==> src/rtl/servo_pulse_decoder_if.sv <==
// rtl/servo_pulse_decoder_if.sv - pulse line and decoded result bundle for servo_pulse_decoder
//
// Purpose: groups the raw PWM input and the decoded outputs of the servo
// pulse decoder so the block and its user share one port.
// Signals:
//   PulseIn   - raw asynchronous PWM line
//   Width     - last accepted pulse width in cycles
//   Direction - 0 forward, 1 neutral, 2 reverse
//   Valid     - one-cycle strobe on a new accepted pulse
//   Error     - one-cycle strobe on a rejected pulse
//   Timeout   - level, high while the signal is lost
// Modports: slave = decoder side, master = source/observer side.

interface servo_pulse_decoder_if;
    logic        PulseIn;
    logic [20:0] Width;
    logic [1:0]  Direction;
    logic        Valid;
    logic        Error;
    logic        Timeout;

    modport slave (
        input  PulseIn,
        output Width,
        output Direction,
        output Valid,
        output Error,
        output Timeout
    );

    modport master (
        output PulseIn,
        input  Width,
        input  Direction,
        input  Valid,
        input  Error,
        input  Timeout
    );
endinterface

==> src/rtl/servo_pulse_decoder.sv <==
// rtl/servo_pulse_decoder.sv - measures RC PWM pulses and decodes them to a direction code
//
// Purpose: synchronizes the PWM line, measures each high pulse in clock
// cycles, accepts widths in [MIN_WIDTH, MAX_WIDTH], decodes the accepted
// width into forward/neutral/reverse and tracks loss of signal.
// Ports:
//   CLK  - system clock
//   RST  - synchronous active-high reset
//   bus  - servo_pulse_decoder_if.slave (PulseIn in; Width, Direction,
//          Valid, Error, Timeout out)

module servo_pulse_decoder #(
    parameter int CLK_RATE      = 100000000,
    parameter int MIN_WIDTH     = CLK_RATE / 1250,
    parameter int MAX_WIDTH     = CLK_RATE * 11 / 5000,
    parameter int NEUTRAL       = CLK_RATE * 3 / 2000,
    parameter int DEADBAND      = CLK_RATE / 10000,
    parameter int FRAME_TIMEOUT = CLK_RATE / 40
) (
    input  logic                  CLK,
    input  logic                  RST,
    servo_pulse_decoder_if.slave  bus
);

    localparam logic [20:0] L_MIN     = 21'(MIN_WIDTH);
    localparam logic [20:0] L_MAX     = 21'(MAX_WIDTH);
    localparam logic [20:0] L_NEUTRAL = 21'(NEUTRAL);
    localparam logic [20:0] L_BAND_LO = 21'(NEUTRAL - DEADBAND);
    localparam logic [20:0] L_BAND_HI = 21'(NEUTRAL + DEADBAND);
    localparam logic [21:0] L_FT      = 22'(FRAME_TIMEOUT);

    typedef enum logic [1:0] {
        ST_WAIT_LOW = 2'd0,
        ST_IDLE     = 2'd1,
        ST_HIGH     = 2'd2
    } state_t;

    state_t      r_state;
    state_t      w_state_nxt;

    logic        r_sync1;
    logic        r_s;
    logic        r_s_d;
    logic        r_s_q;
    logic        r_rise;

    logic [20:0] r_hcnt;
    logic [20:0] w_hcnt_nxt;
    logic        w_accept;
    logic        w_reject;
    logic [1:0]  w_dir_new;

    logic [20:0] r_width;
    logic [1:0]  r_dir;
    logic        r_valid;
    logic        r_error;
    logic [21:0] r_tcnt;

    // Sync chain resets high so that a line already high at reset is never
    // seen as a fresh rising edge; WAIT_LOW then waits for a real low.
    // r_s_q is s aligned with the registered rise flag, so the FSM sees the
    // level and its edge on the same cycle.
    always_ff @(posedge CLK) begin
        if (RST) begin
            r_sync1 <= 1'b1;
            r_s     <= 1'b1;
            r_s_d   <= 1'b1;
            r_s_q   <= 1'b1;
            r_rise  <= 1'b0;
        end else begin
            r_sync1 <= bus.PulseIn;
            r_s     <= r_sync1;
            r_s_d   <= r_s;
            r_s_q   <= r_s;
            r_rise  <= r_s & ~r_s_d;
        end
    end

    always_ff @(posedge CLK) begin
        if (RST) begin
            r_state <= ST_WAIT_LOW;
        end else begin
            r_state <= w_state_nxt;
        end
    end

    // In HIGH, a low r_s_q is exactly the falling edge because r_s_q was
    // high on the previous cycle.
    always_comb begin
        w_state_nxt = r_state;
        w_hcnt_nxt  = r_hcnt;
        w_accept    = 1'b0;
        w_reject    = 1'b0;
        case (r_state)
            ST_WAIT_LOW: begin
                if (!r_s_q) begin
                    w_state_nxt = ST_IDLE;
                end
            end
            ST_IDLE: begin
                if (r_rise) begin
                    w_hcnt_nxt  = 21'd1;
                    w_state_nxt = ST_HIGH;
                end
            end
            ST_HIGH: begin
                if (r_s_q) begin
                    if (r_hcnt >= L_MAX) begin
                        w_reject    = 1'b1;
                        w_state_nxt = ST_WAIT_LOW;
                    end else begin
                        w_hcnt_nxt = r_hcnt + 21'd1;
                    end
                end else begin
                    if ((r_hcnt >= L_MIN) && (r_hcnt <= L_MAX)) begin
                        w_accept = 1'b1;
                    end else begin
                        w_reject = 1'b1;
                    end
                    w_state_nxt = ST_IDLE;
                end
            end
            default: begin
                w_state_nxt = ST_WAIT_LOW;
            end
        endcase
    end

    always_comb begin
        w_dir_new = 2'd1;
        if (r_hcnt < L_BAND_LO) begin
            w_dir_new = 2'd0;
        end else if (r_hcnt > L_BAND_HI) begin
            w_dir_new = 2'd2;
        end
    end

    // An accepted pulse wins over the timeout reaching its limit on the
    // same cycle, since the accept branch is taken first.
    always_ff @(posedge CLK) begin
        if (RST) begin
            r_hcnt  <= 21'd0;
            r_width <= L_NEUTRAL;
            r_dir   <= 2'd1;
            r_valid <= 1'b0;
            r_error <= 1'b0;
            r_tcnt  <= L_FT;
        end else begin
            r_hcnt  <= w_hcnt_nxt;
            r_valid <= w_accept;
            r_error <= w_reject;
            if (w_accept) begin
                r_width <= r_hcnt;
                r_dir   <= w_dir_new;
                r_tcnt  <= 22'd0;
            end else if (r_tcnt != L_FT) begin
                r_tcnt <= r_tcnt + 22'd1;
                if ((r_tcnt + 22'd1) == L_FT) begin
                    r_width <= L_NEUTRAL;
                    r_dir   <= 2'd1;
                end
            end
        end
    end

    assign bus.Width     = r_width;
    assign bus.Direction = r_dir;
    assign bus.Valid     = r_valid;
    assign bus.Error     = r_error;
    assign bus.Timeout   = (r_tcnt == L_FT);

endmodule

==> src/flat_wrapper.sv <==
// flat-port wrapper written by rule: the top's interface ports become plain ports
module servo_pulse_decoder_flat 
#(
    parameter int CLK_RATE      = 100000000,
    parameter int MIN_WIDTH     = CLK_RATE / 1250,
    parameter int MAX_WIDTH     = CLK_RATE * 11 / 5000,
    parameter int NEUTRAL       = CLK_RATE * 3 / 2000,
    parameter int DEADBAND      = CLK_RATE / 10000,
    parameter int FRAME_TIMEOUT = CLK_RATE / 40
)
  (CLK, RST, bus_PulseIn, bus_Width, bus_Direction, bus_Valid, bus_Error, bus_Timeout);
  servo_pulse_decoder_if bus_i ();
  input  logic CLK;
  input  logic RST;
  input wire logic [$bits(bus_i.PulseIn)-1:0] bus_PulseIn;
  output wire logic [$bits(bus_i.Width)-1:0] bus_Width;
  output wire logic [$bits(bus_i.Direction)-1:0] bus_Direction;
  output wire logic [$bits(bus_i.Valid)-1:0] bus_Valid;
  output wire logic [$bits(bus_i.Error)-1:0] bus_Error;
  output wire logic [$bits(bus_i.Timeout)-1:0] bus_Timeout;
  assign bus_i.PulseIn = bus_PulseIn;
  assign bus_Width = bus_i.Width;
  assign bus_Direction = bus_i.Direction;
  assign bus_Valid = bus_i.Valid;
  assign bus_Error = bus_i.Error;
  assign bus_Timeout = bus_i.Timeout;
  servo_pulse_decoder #(.CLK_RATE(CLK_RATE), .MIN_WIDTH(MIN_WIDTH), .MAX_WIDTH(MAX_WIDTH), .NEUTRAL(NEUTRAL), .DEADBAND(DEADBAND), .FRAME_TIMEOUT(FRAME_TIMEOUT)) u_core (.CLK(CLK), .RST(RST), .bus(bus_i));
endmodule
==> config.mk <==
export PLATFORM = sky130hd
export DESIGN_NAME = servo_pulse_decoder_flat
export DESIGN_NICKNAME = d
export VERILOG_FILES = /design/src/rtl/servo_pulse_decoder_if.sv /design/src/rtl/servo_pulse_decoder.sv /design/src/flat_wrapper.sv
export SDC_FILE = /design/constraint.sdc
export NUM_CORES = 1
export LEC_CHECK = 0
export CORE_MARGIN = 1
export CORE_UTILIZATION = 30
export DETAILED_ROUTE_END_ITERATION = 10
export PLACE_DENSITY_LB_ADDON = 0.3
export SYNTH_ARGS = -nofsm -noshare
export SYNTH_HDL_FRONTEND = slang
export SYNTH_SLANG_ARGS = --single-unit
==> constraint.sdc <==
create_clock -name CLK -period 4.2 [get_ports CLK]
set_clock_uncertainty 0.05 [all_clocks]
set_input_delay 0.84 -clock CLK [delete_from_list [all_inputs] [get_ports CLK]]
set_output_delay 0.84 -clock CLK [all_outputs]
set_load 0.005 [all_outputs]
# After elaboration in Yosys (flattened, before gate mapping)
# Cells that the tools add are included.
classes:
  add_sub_neg: 2
  mul: 0
  div_mod_pow: 0
  n_lt_le_gt_ge: 5
  n_eq_ne: 10
  shift: 0
  muxes: 25
  n_bitwise: 3
  n_reduce_logical: 10
ops:
  columns: ["operator", "n"]
  rows:
  - ["$mux 21", 6]
  - ["$eq 22x22->1 const B", 2]
  - ["$mux 22", 2]
  - ["$pmux 21 s2", 1]
  - ["$add 22x1->22 const B", 1]
  - ["$ne 22x22->1 const B", 1]
  - ["$add 21x1->21 const B", 1]
  - ["$ge 21x17->1 const B", 1]
  - ["$ge 21x18->1 const B", 1]
  - ["$gt 21x18->1 const B", 1]
  - ["$le 21x18->1 const B", 1]
  - ["$lt 21x18->1 const B", 1]
  - ["$mux 2", 9]
  - ["$mux 1", 6]
  - ["$pmux 2 s3", 1]
  - ["$reduce_bool 2->1", 3]
  - ["$ne 2x1->1 const B", 2]
  - ["$ne 2x2->1 const B", 2]
  - ["$reduce_and 4->1", 1]
  - ["$reduce_or 2->1", 2]
  - ["$ne 3x3->1 const B", 1]
  - ["$reduce_and 3->1", 1]
  - ["$eq 2x1->1 const B", 1]
  - ["$eq 2x2->1 const B", 1]
  - ["other kinds (5)", 6]
word_totals:
  reg_bits: 74
  latchBits: 0
  ramBits: 0
  romBits: 0
  inputBits: 3
  elab_cells: 67
  mem_count: 0

# Logic depth before layout (Yosys ltp)
depth:
  word_depth: 7
  depth_mapped: 11

# Worst setup path before layout
# No wires, ideal clock.
synth_path:
  kind: "register -> register"
  start: "register u_core.r_tcnt[1]"
  end: "register u_core.r_width[13], in the netlist u_core.bus.Width[13]"
  arrival_ns: 2.453
  required_time_ns: 4.033
  setup_slack_ns: 1.580
  path_stages_with_launch: 10
  n_path_buf: 2
  cell_sequence: "dfxtp_1 ha_1 nand2_1 clkbuf_1 nor4_1 and4_1 o211ai_2 or4_4 buf_6 a32o_1"
synth_between:
  elab_chain_len: 4
synth_lines:
  columns: ["item", "line", "source"]
  rows:
  - ["from (decl)", "servo_pulse_decoder.sv:57", "logic [21:0] r_tcnt;"]
  - ["from (signal assigned)", "servo_pulse_decoder.sv:157", "r_tcnt <= r_tcnt + 22'd1;"]
  - ["$add 22x1->22", "servo_pulse_decoder.sv:158", "if ((r_tcnt + 22'd1) == L_FT) begin"]
  - ["$eq 22x22->1", "servo_pulse_decoder.sv:158", null]
  - ["$reduce_bool 2->1 (no source line)", null, null]
  - ["$reduce_and 2->1 (no source line) (*)", null, null]
  - ["to (signal assigned)", "servo_pulse_decoder.sv:153", "r_width <= r_hcnt;"]
  - ["to (decl)", "servo_pulse_decoder.sv:53", "logic [20:0] r_width;"]
# Mark *: on every way between the ends. The rest lies on a longest branch, timed or not.
# A chain may end at the register's enable or synchronous reset.

# Worst setup path after layout
layout_path:
  start: "register u_core.r_tcnt[0]"
  end: "output port bus_Timeout"
layout_between:
  elab_chain_len: 1
layout_lines:
  columns: ["item", "line", "source"]
  rows:
  - ["$eq 22x22->1", "servo_pulse_decoder.sv:170", "assign bus.Timeout = (r_tcnt == L_FT);"]
  - ["to (decl)", "flat_wrapper.sv:20", "output wire logic [$bits(bus_i.Timeout)-1:0] bus_Timeout;"]
# Every way passes these cells.

==> out/qor.yml <==
status: "complete, no violations"
grt_util_met1: 0.2099
path_cells: "inv_1 > ha_1 > nor4b_1 > nand4b_1 > nor4_1 > buf_4 > clkdlybuf4s50_1"
worst-path-stages: 7
fin_worst_hold_slack_ns: 0.3610
clk_latency_ns: 0.34
total_power_w: 0.001504
fp.dieH_um: 110.5
endpoint_kind: "output port"
cts_resized: 0
grt_antenna_before_repair: 0
synth-warning-count: 0
ir_drop_mv: 0.1524
grt_pass1_vias: 2821
placed_area_um2: 3879
dieArea_um2: 12210
yosysSeqAreaShare: 0.4196
final_cell_mix: "dfxtp_1 (74), nor2_1 (37), clkdlybuf4s50_1 (28), nand2_1 (27), a21oi_1 (20)"
final.setup.tns_ns: 0
hold_buffers: 0
setup_viol: 0
tightest_slew_ns: 0.9160
wire_per_inst_um: 15.02
sw_frac_of_total: 0.2430
rr_startpoint: "u_core.r_hcnt[16]"
critical_path.slowest_cell: "clkdlybuf4s50_1"
cts_buffer_depth: 2
hold-path-endpoint: "u_core.r_s"
hp-start: "u_core.r_sync1"
syn_area_um2: 3531
antennaDiodeCount: 0
comb_power_share: 0.034
start_kind: "flop"
cpPeakStageDelay_ns: 0.50
cp_top_family: "buffers and inverters"
fmax_ghz: 0.3063
p_int_w: 0.001139
ios: 29
final_hold_viol_count: 0
drive_above_1_share: 0.08434
port_buffers: 28
cts_setup_buffers: 0
grt_busiest_layer: "met1"
viasPerCell: 5.312
max_slew_margin: 0.3893
ys.flop_type: "dfxtp_1"
synth_seq_cells: 74
power_per_cell_area_nw_per_um2: 361.2
fin_crit_sh: 0.7773
gp_congestion: 0.8668
worst-setup-path-type: "reg2out"
fp.coreArea_um2: 11470
drt-total-wl_um: 8381
drtIter0Drc: 98
cts_tree: "done"
final-max-slew-violation-count: 0
cp_max_fo: 6
grt_pass1_wl_um: 14170
holdCritPathClass: "reg2reg"
synthCells: 395
final_common_cell: "dfxtp_1"
synth_fp_nets: 402
grt_usage: 0.1434
crit_required_ns: 3.31
dr.pass1.iters: 4
whs_path_depth: 1
clkPwrFrac: 0.493
path_clk_slew_ns: 0.06
maxCapViolCount: 0
fin_nets: 417
start_util: 0.3079
cp_num_buf_inv: 3
rr_worst_depth: 6
fin_crit_ns: 3.265
area_delta_synth_final_pct: 17.93
synth_enable_flop_cells: 0
cts.root.buffer_cell: "clkbuf_16"
leakage_nw: 1.490
worstReg2RegEnd: "u_core.bus.Width[8]"
async_reset_ff_frac: 0
dp_hpwl_um: 5899
numClockSinks: 74
htree_levels: 3
drtAntennaViolNets: 0
grt_start_max_net_pins: 25
use_met2: 0.2029
seq_power_share: 0.473
worst_ep_arrival_time_ns: 2.37
vias: 2964
syn_avg_cell_area_um2: 8.939
rsz0062_at_grt: "no"
grt_overflow: 0
die_x_um: 110.5
drcViolationCount: 0
met3_usage: 0.02141
post_synth_num_cell_types: 63
rrSetupSlack_ns: 1.18
numCtsBuffers: 9
postLayoutCellArea_um2: 4164
p_sw_w: 0.0003655
rows: 39
Yosys cell counts, types with 3 or more instances:
| cell type | number | area [um2] |
|---|---|---|
| a2111oi_0 | 3 | 26.28 |
| a21oi_1 | 20 | 100.1 |
| a32o_1 | 10 | 100.1 |
| and2_1 | 8 | 50.05 |
| and3_1 | 9 | 56.30 |
| buf_2 | 6 | 30.03 |
| clkbuf_1 | 15 | 56.30 |
| dfxtp_1 | 74 | 1481 |
| ha_1 | 4 | 50.05 |
| inv_1 | 14 | 52.55 |
| nand2_1 | 27 | 101.4 |
| nand2b_1 | 3 | 18.77 |
| nand3_1 | 14 | 70.07 |
| nand4_1 | 4 | 25.02 |
| nor2_1 | 37 | 138.9 |
| nor3_1 | 11 | 55.05 |
| nor4_1 | 4 | 25.02 |
| o2111ai_1 | 5 | 43.79 |
| o21a_1 | 3 | 22.52 |
| o21ai_0 | 16 | 80.08 |
| o21bai_1 | 9 | 67.56 |
| o32a_1 | 9 | 90.09 |
| or2_2 | 5 | 31.28 |
| or3_1 | 11 | 68.82 |
| xnor2_1 | 7 | 61.31 |
| xor2_1 | 17 | 148.9 |
power groups by stage:
stage | Combinational (W) | Sequential (W) | Clock, W
floorplan | 0.0000332 | 0.000726 | 0
global placement | 0.0000514 | 0.000727 | 0
detailed placement | 0.0000522 | 0.000727 | 0
CTS | 0.0000526 | 0.000711 | 0.000753
global route | 0.0000586 | 0.000712 | 0.000786
finish | 0.0000517 | 0.000711 | 0.000741
worst max path at each step:
stage | from | to | slack (ns)
2_1_floorplan | u_core.r_tcnt[1] | u_core.bus.Width[13] | 1.58
3_3_place_gp | RST | u_core.bus.Width[17] | 1.19
3_5_place_dp | RST | u_core.bus.Width[8] | 1.17
4_1_cts | u_core.r_tcnt[0] | bus_Timeout | 0.96
5_1_grt | u_core.r_tcnt[0] | bus_Timeout | 0.79
6_report | u_core.r_tcnt[0] | bus_Timeout | 0.94
stage by stage:
stage                     instances    util  worst slack [ns]
after floorplan                 395       -             1.580
after global placement          542  0.3382             1.189
after detailed placement        542  0.3382             1.173
after CTS                       558  0.3631            0.9579
after global routing            558  0.3631            0.7923
final                           558  0.3631            0.9353
sequential cells by signal, indices dropped and copies added (netlist names):
name	flops
u_core.bus.Direction	2
u_core.bus.Error	1
u_core.bus.Valid	1
u_core.bus.Width	21
u_core.r_hcnt	21
u_core.r_rise	1
u_core.r_s	1
u_core.r_s_d	1
u_core.r_state	2
u_core.r_sync1	1
u_core.r_tcnt	22
cells by family (layout without fill, tap and decap cells):
family	Yosys count	count (layout)	share of synthesized area
DFF	74	74	0.4196
xor gates and xnor gates	24	24	0.05953
adders and majority gates	4	4	0.01417
muxes	1	1	0.002835
and+or+nand+nor	157	157	0.2530
buffers and inverters	40	60	0.05102
AOI/OAI and AO/OA	95	95	0.1999
area by class of cell:
class,instances,area [um2]
timing repair buffer,30,295.3
clock buffer,9,225.2
clock inverter,7,60.06
inverter,14,52.55
fill,1176,7303
tap,143,178.9
sequential,74,1481
multi-input combinational,281,1871
layer usage:
layer / share of wire / wire length (um) / vias up
li1: - / - / 1479
met1: 0.53 / 4440 / 1429
met2: 0.42 / 3531 / 48
met3: 0.035 / 297 / 8
met4: 0.013 / 112 / 0
met5: 0 / 0 / -
(Power assumes the default switching activity.)
